`src/rtl/breakout_game_ctrl_pkg.sv`:
```
// Shared definitions for the Breakout game sequencer: state codes used by the
// controller and by the display/score logic, plus default game sizing.
package game_pkg;

  localparam logic [2:0] STATE_IDLE   = 3'd0;
  localparam logic [2:0] STATE_SERVE  = 3'd1;
  localparam logic [2:0] STATE_PLAY   = 3'd2;
  localparam logic [2:0] STATE_PAUSED = 3'd3;
  localparam logic [2:0] STATE_LOST   = 3'd4;
  localparam logic [2:0] STATE_OVER   = 3'd5;
  localparam logic [2:0] STATE_WIN    = 3'd6;

  localparam int unsigned LIVES_INIT_DEF = 3;
  localparam int unsigned NUM_BRICKS_DEF = 6;

  typedef enum logic [2:0] {
    ST_IDLE   = STATE_IDLE,
    ST_SERVE  = STATE_SERVE,
    ST_PLAY   = STATE_PLAY,
    ST_PAUSED = STATE_PAUSED,
    ST_LOST   = STATE_LOST,
    ST_OVER   = STATE_OVER,
    ST_WIN    = STATE_WIN
  } state_e;

endpackage

```
`src/rtl/breakout_game_ctrl_frame_timer.sv`:
```
// Frame-tick counter shared by the serve and life-lost freezes; done fires on
// the tick whose count equals last_i, and the counter then returns to zero.
module frame_timer #(
  parameter int unsigned W = 7
) (
  input  logic         clk,
  input  logic         reset,
  input  logic         en_i,
  input  logic         start_i,
  input  logic         tick_i,
  input  logic [W-1:0] last_i,
  output logic         done_o
);

  logic [W-1:0] cnt_q, cnt_d;

  assign done_o = en_i && tick_i && (cnt_q == last_i);

  always_comb begin
    cnt_d = cnt_q;
    if (start_i || done_o) begin
      cnt_d = '0;
    end else if (en_i && tick_i) begin
      cnt_d = cnt_q + 1'b1;
    end
  end

  // NOTE: registers take non-blocking assignments so every flop samples pre-edge values.
  always_ff @(posedge clk or posedge reset) begin
    if (reset) begin
      cnt_q <= '0;
    end else begin
      cnt_q <= cnt_d;
    end
  end

endmodule

```
`src/rtl/breakout_game_ctrl.sv`:
```
// Breakout round sequencer: serve/play/pause/lost/over/win life-cycle, lives
// and brick bookkeeping, and the field/ball reload pulses for the pixel path.
module breakout_game_ctrl
  import game_pkg::*;
#(
  parameter int unsigned LIVES_INIT   = LIVES_INIT_DEF,
  parameter int unsigned NUM_BRICKS   = NUM_BRICKS_DEF,
  parameter int unsigned SERVE_FRAMES = 120,
  parameter int unsigned LOST_FRAMES  = 60,
  localparam int unsigned BW = $clog2(NUM_BRICKS + 1)
) (
  input  logic          clk,
  input  logic          reset,
  input  logic          refresh_tick,
  input  logic          btn_start,
  input  logic          btn_pause,
  input  logic          collision,
  input  logic          ball_lost,
  output logic          pause,
  output logic          field_reset,
  output logic          ball_respawn,
  output logic [2:0]    state,
  output logic [1:0]    lives,
  output logic [BW-1:0] bricks_left
);

  localparam int unsigned FRAMES_MAX = (SERVE_FRAMES > LOST_FRAMES) ? SERVE_FRAMES : LOST_FRAMES;
  localparam int unsigned CW         = (FRAMES_MAX > 1) ? $clog2(FRAMES_MAX) : 1;
  localparam logic [CW-1:0] SERVE_LAST = CW'(SERVE_FRAMES - 1);
  localparam logic [CW-1:0] LOST_LAST  = CW'(LOST_FRAMES - 1);
  localparam logic [1:0]    LIVES_LD   = 2'(LIVES_INIT);
  localparam logic [BW-1:0] BRICKS_LD  = BW'(NUM_BRICKS);

  state_e        state_q, state_d;
  logic [1:0]    lives_q, lives_d;
  logic [BW-1:0] bricks_q, bricks_d;
  logic          field_reset_q, field_reset_d;
  logic          ball_respawn_q, ball_respawn_d;
  logic          tmr_start, tmr_done, tmr_en;
  logic [BW-1:0] bricks_hit;

  assign tmr_en = (state_q == ST_SERVE) || (state_q == ST_LOST);

  frame_timer #(.W(CW)) u_frame_timer (
    .clk     (clk),
    .reset   (reset),
    .en_i    (tmr_en),
    .start_i (tmr_start),
    .tick_i  (refresh_tick),
    .last_i  ((state_q == ST_SERVE) ? SERVE_LAST : LOST_LAST),
    .done_o  (tmr_done)
  );

  // Brick count after a collision in this cycle, saturating at zero.
  assign bricks_hit = (collision && bricks_q != '0) ? bricks_q - 1'b1 : bricks_q;

  // NOTE: every combinational output gets a default first, so no path can infer a latch.
  always_comb begin
    state_d        = state_q;
    lives_d        = lives_q;
    bricks_d       = bricks_q;
    field_reset_d  = 1'b0;
    ball_respawn_d = 1'b0;
    tmr_start      = 1'b0;
    unique case (state_q)
      ST_IDLE, ST_OVER, ST_WIN: begin
        if (btn_start) begin
          state_d       = ST_SERVE;
          field_reset_d = 1'b1;
          lives_d       = LIVES_LD;
          bricks_d      = BRICKS_LD;
          tmr_start     = 1'b1;
        end
      end
      ST_SERVE: begin
        if (tmr_done) state_d = ST_PLAY;
      end
      ST_PLAY: begin
        if (collision && bricks_q == BW'(1)) begin
          state_d  = ST_WIN;
          bricks_d = '0;
        end else if (refresh_tick && ball_lost) begin
          state_d   = ST_LOST;
          lives_d   = (lives_q != 2'd0) ? lives_q - 2'd1 : lives_q;
          bricks_d  = bricks_hit;
          tmr_start = 1'b1;
        end else if (btn_pause) begin
          state_d  = ST_PAUSED;
          bricks_d = bricks_hit;
        end else begin
          bricks_d = bricks_hit;
        end
      end
      ST_PAUSED: begin
        if (btn_pause) state_d = ST_PLAY;
      end
      ST_LOST: begin
        if (tmr_done) begin
          if (lives_q == 2'd0) begin
            state_d = ST_OVER;
          end else begin
            state_d        = ST_SERVE;
            ball_respawn_d = 1'b1;
            tmr_start      = 1'b1;
          end
        end
      end
      default: state_d = ST_IDLE;
    endcase
  end

  always_ff @(posedge clk or posedge reset) begin
    if (reset) begin
      state_q        <= ST_IDLE;
      lives_q        <= LIVES_LD;
      bricks_q       <= BRICKS_LD;
      field_reset_q  <= 1'b0;
      ball_respawn_q <= 1'b0;
    end else begin
      state_q        <= state_d;
      lives_q        <= lives_d;
      bricks_q       <= bricks_d;
      field_reset_q  <= field_reset_d;
      ball_respawn_q <= ball_respawn_d;
    end
  end

  assign pause        = (state_q != ST_PLAY);
  assign field_reset  = field_reset_q;
  assign ball_respawn = ball_respawn_q;
  assign state        = state_q;
  assign lives        = lives_q;
  assign bricks_left  = bricks_q;

endmodule

```
`config.mk`:
```
export PLATFORM = sky130hd
export DESIGN_NAME = breakout_game_ctrl
export DESIGN_NICKNAME = d
export VERILOG_FILES = /design/src/rtl/breakout_game_ctrl_pkg.sv /design/src/rtl/breakout_game_ctrl_frame_timer.sv /design/src/rtl/breakout_game_ctrl.sv
export SDC_FILE = /design/constraint.sdc
export NUM_CORES = 1
export LEC_CHECK = 0
export ABC_AREA = 1
export CORE_ASPECT_RATIO = 0.8
export CORE_MARGIN = 2
export CORE_UTILIZATION = 55
export CTS_CLUSTER_SIZE = 25
export DETAILED_ROUTE_END_ITERATION = 10
export PLACE_DENSITY = 0.82
export SLEW_MARGIN = 40
export SYNTH_ARGS = -nofsm -noshare
export SYNTH_HDL_FRONTEND = slang
export SYNTH_SLANG_ARGS = --single-unit
```
`constraint.sdc`:
```
create_clock -name clk -period 2.3 [get_ports clk]
set_input_delay 0.345 -clock clk [delete_from_list [all_inputs] [get_ports clk]]
set_output_delay 0.345 -clock clk [all_outputs]
set_load 0.01 [all_outputs]
```
; ---- Yosys cells after proc, flatten, opt, wreduce, memory -nomap -nowiden
; Cells that the tools add are included.
[classes]
n_mux = 29
addsub = 3
eq_ne = 18
n_reduce_logical = 17
[ops]
columns = operator, count
row1 = $mux 3, 11
row2 = $mux 7, 3
row3 = $pmux 3 s5, 1
row4 = $ne 2x2->1 const B, 5
row5 = $reduce_and 5->1, 2
row6 = $eq 3x3->1 const B, 3
row7 = $mux 2, 4
row8 = $add 7x1->7 const B, 1
row9 = $eq 7x7->1, 1
row10 = $mux 1, 7
row11 = $eq 3x1->1 const B, 2
row12 = $eq 3x2->1 const B, 2
row13 = $pmux 3 s2, 1
row14 = $reduce_bool 2->1, 3
row15 = $logic_and 1x1->1, 5
row16 = $ne 2x1->1 const B, 2
row17 = $ne 4x4->1 const B, 1
row18 = $pmux 2 s2, 1
row19 = $logic_not 3->1, 1
row20 = $ne 3x2->1 const B, 1
row21 = $ne 3x3->1 const B, 1
row22 = $pmux 1 s3, 1
row23 = $reduce_and 3->1, 1
row24 = $reduce_bool 3->1, 1
row25 = 5 further kinds, 6
[totals]
ff_bits = 17
out_inout_bits = 11
word_cells = 73
input_bits = 7

; ---- Logic depth before layout (Yosys ltp)
[depth]
ltp_word = 8
mapped_depth = 11
depth_no_buf = 11

; ---- Modules after synthesis
; From an unflattened synthesis, not the netlist that was laid out.
[hier_totals]
cells_unflattened = 189
area_unflattened_um2 = 1287.5
[modules_own_cells]
columns = mod, seq_area_each_um2, n_inst, cells_per_inst, area_each_um2
row1 = breakout_game_ctrl, 255.2, 1, 104, 730.7
row2 = frame_timer, 175.2, 1, 85, 556.8

; ---- Worst setup path after synthesis
; Ideal clock, no wire load.
[synth_timing]
kind = register -> register
startpoint = register bricks_q[1] (netlist: bricks_left[1])
endpoint = register state_q[0] (netlist: state[0])
required_ns = 2.182
setup_ns = 0.118
path_buffers = 0
arrival_time_ns = 1.387
synth_period_minus_slack_ns = 1.505
stages_incl_launch_ff = 11
setup_slack_ns = 0.795
path_cell_list = dfstp_2 inv_1 ha_1 nand2_1 nor2_1 nor2_1 o21ai_1 nand2_1 inv_2 nand3_1 nand2_1
[synth_via]
elab_chain_cells = 4
elab_cells_between_ends = 6
cone_classes = eq/ne: 2 / mux: 2 / reduce/logical: 2
[synth_lines]
columns = item, line_no
row1 = "start, declared", breakout_game_ctrl.sv:36  ; logic [BW-1:0] bricks_q, bricks_d;
row2 = "start signal, assigned", breakout_game_ctrl.sv:122  ; bricks_q <= bricks_d;
row3 = $eq 3x1->1 (*), breakout_game_ctrl.sv:79  ; if (collision && bricks_q == BW'(1)) begin
row4 = $logic_and 1x1->1 (*), breakout_game_ctrl.sv:79
row5 = $ne 4x4->1 (no line) / $mux 3 (equally long branches), -
row6 = $reduce_and 5->1 (no line) / $pmux 3 s5 (equally long branches), -
row7 = "end signal, assigned", breakout_game_ctrl.sv:120  ; state_q <= state_d;
row8 = "end, declared", breakout_game_ctrl.sv:34  ; state_e state_q, state_d;
; Every way passes the cells marked *; elsewhere a longest branch is shown, timed or not.
; A chain may end at the register's enable or synchronous reset.

; ---- Worst setup path after layout
[layout_timing]
startpoint = register state_q[2] (netlist: state[2])
endpoint = output port pause
[layout_via]
elab_chain_cells = 1
[layout_lines]
columns = item, line_no
row1 = $ne 3x2->1, breakout_game_ctrl.sv:128  ; assign pause = (state_q != ST_PLAY);
row2 = "end, declared", breakout_game_ctrl.sv:19  ; output logic pause,
; Every way passes these cells.

==> flow_metrics.tcl <==
set metrics [dict create \
    postSynthAreaPerCell_um2 7.861 \
    io_pins 18 \
    fmax_ghz 0.4669 \
    yosys.area_share.simple 0.3743 \
    finalHoldViolations 0 \
    tightest_slew_ns 0.6477 \
    clockRootBuffer "clkbuf_4" \
    rsz0062_at_grt "false" \
    antenna_found_initial 0 \
    cts_tree "built" \
    holdWs_ns 0.4145 \
    synth_largest_area_cell "dfrtp_1" \
    route.vias.total 920 \
    start_util 0.5970 \
    ys_seq_elements 17 \
    cp_num_buf_inv 3 \
    netlist_area_mm2 0.001140 \
    finalMaxSlewViolations 0 \
    nFillCells 155 \
    outcome "finished, final reports clean" \
    fin_crit_sh 0.9312 \
    path_class "reg -> out" \
    crit_required_ns 1.96 \
    cp-start-kind "register" \
    utilization 0.7189 \
    port_buffers 17 \
    post-place-cells 186 \
    finalSetupViolations 0 \
    ir_drop_mv 1.013 \
    syn_nets 157 \
    critPathArrivalTime_ns 1.80 \
    finalSetupTns_ns 0 \
    clock_sinks 17 \
    clkTransAtPathRegs_ns 0.11 \
    path_cells "inv_1, nand2_1, nor2_4, inv_2, clkdlybuf4s50_1" \
    synthDistinctLibCells 20 \
    grt_usage 0.2135 \
    synth-adder-area-share 0.05488 \
    finalClockSkew_ns 0.008480 \
    synth_mux_area_frac 0 \
    grt_overflow 0 \
    wl_per_cell_um 11.02 \
    switching_share 0.4707 \
    worst_slew_margin_rel 0.5677 \
    switchingPower_uw 803.3 \
    clkPwrFrac 0.098 \
    clock_latency_ns 0.30 \
    design.die.area_mm2 0.002455 \
    synth-compound-area-share 0.06806 \
    ant_nets 0 \
    yosysSeqAreaShare 0.3776 \
    fp.coreArea_mm2 0.001909 \
    pwr-share-seq 0.302 \
    cp_max_fo 8 \
    first_pass_iters 4 \
    period_minus_slack_ns 2.142 \
    pwr-share-comb 0.601 \
    yosysTopAreaCellShare 0.2854 \
    drive_above_1_share 0.2229 \
    netlist_top_cells_area "dfrtp_1 (29%), nand2_1 (13%), dfstp_2 (9.2%)" \
    grt_pass1_wl_um 3677 \
    drv_cap 0 \
    grt_pass1_vias 843 \
    timing.final.ws_setup_ns 0.1583 \
    row_count 14 \
    synth_xor_area_frac 0.04610 \
    internal_power_uw 903.5 \
    cp_top_family "buffers and inverters" \
    place_congestion 0.8560 \
    nets 179 \
    post_cts_buffers 0 \
    viasPerCell 4.842 \
    synth_cells 145 \
    die_h_um 44.72 \
    wl_um 2093 \
    area_growth_syn_to_layout_pct 20.42 \
    dp_hpwl_um 1609 \
    leakagePower_uw 0.0006918 \
    worst_setup_path_end_kind "output pin" \
    instances_no_fill 190 \
    antenna_cells 0 \
    holdCritPathClass "in -> async" \
    grt_max_degree 18 \
    clockBufferDepth 2 \
    place_worst_setup_slack_ns 0.4921 \
    numCtsBuffers 3 \
    h-tree-depth 1 \
    route.detailed.drc 0 \
    synth_top_family_by_area "simple AND/OR/NAND/NOR gates" \
    power_per_cell_area_mw_per_mm2 1244 \
    crit_slowest_cell "clkdlybuf4s50_1" \
    chipWidth_um 54.90 \
    drt_iter0_drc 18 \
    ys_warn_count 0 \
    slowest_delay_ns 0.58 \
]
## per-stage QoR
stage | instance area (um^2) | total power, uW
after floorplan | 1140 | 1227
after CTS | 1368 | 1703
final | 1373 | 1707
after detailed placement | 1340 | 1525
after global placement | 1340 | 1502
after global routing | 1373 | 1861
## routing by layer
metal | share of wire | GRT usage
met5 | 0 | 0
met4 | 0.012 | 0.07317
met3 | 0.035 | 0.05960
met2 | 0.48 | 0.3500
met1 | 0.47 | 0.2708
## final timing paths
path / cells after the start / end / start / slack, ns
min in group clk: 2 / bricks_left[1] / bricks_left[1] / 0.48
hold / removal: 2 / u_frame_timer.cnt_q[4] / reset / 0.41
hold reg to reg: 2 / bricks_left[1] / bricks_left[1] / 0.48
setup reg to reg: 7 / lives[0] / bricks_left[1] / 0.70
max in group asynchronous: 2 / u_frame_timer.cnt_q[1] / reset / 1.47
setup / recovery: 5 / pause / state[2] / 0.16
## power groups by stage
| stage | Clock, uW | Sequential (uW) | Combinational [uW] |
|---|---|---|---|
| after floorplan | 0 | 538 | 688 |
| after global placement | 0 | 513 | 989 |
| after detailed placement | 0 | 514 | 1010 |
| after CTS | 171 | 510 | 1020 |
| after global routing | 185 | 529 | 1150 |
| final | 167 | 515 | 1030 |
## final cells by class
cell class	instances	area [um^2]	share of cell area
Multi-Input combinational cell	104	624.3	0.4549
Clock buffer	3	22.52	0.01641
Tap cell	24	30.03	0.02188
Inverter	24	90.09	0.06563
Sequential cell	17	430.4	0.3136
Timing Repair Buffer	17	170.2	0.1240
Clock inverter	1	5.005	0.003646
## cell usage after synthesis (all sizes together)
cell	instances
a31oi	1
o21ai	10
nor2	24
nand2	49
xnor2	1
dfstp	4
o211ai	1
nor3	2
xor2	5
inv	24
nand3	6
ha	5
dfrtp	13
## layout by cell type (no fill, tap or decap)
master	n
xor2_1	5
nand3_2	1
dfstp_2	4
xnor2_1	1
nand2_2	4
clkbuf_4	3
inv_1	20
o21ai_0	3
nand2_4	7
clkdlybuf4s50_1	17
o21ai_1	7
nor3_1	2
o211ai_4	1
nor2_1	12
nor2_2	8
inv_2	4
nand2_1	38
dfrtp_1	13
ha_1	5
nor2_4	4
a31oi_1	1
nand3_1	5
clkinv_2	1
## timing repair
item / CTS / global route
hold buffers: 0 / 0
endpoints found under the hold margin: 0 / 0
resized for setup: 0 / 1
setup endpoints to repair: 0 / 1
## state kept, by name, summed over array words and instances, names as in the netlist
register             flops
state                    3
ball_respawn             1
field_reset              1
bricks_left              3
lives                    2
u_frame_timer.cnt_q      7
## logic make-up after synthesis
family          after synthesis
compound gates               12
xor+xnor                      6
fa+ha+maj                     5
buf+inv                      24
flops                        17
simple gates                 81
No activity file was read; power rests on OpenSTA's default activity.
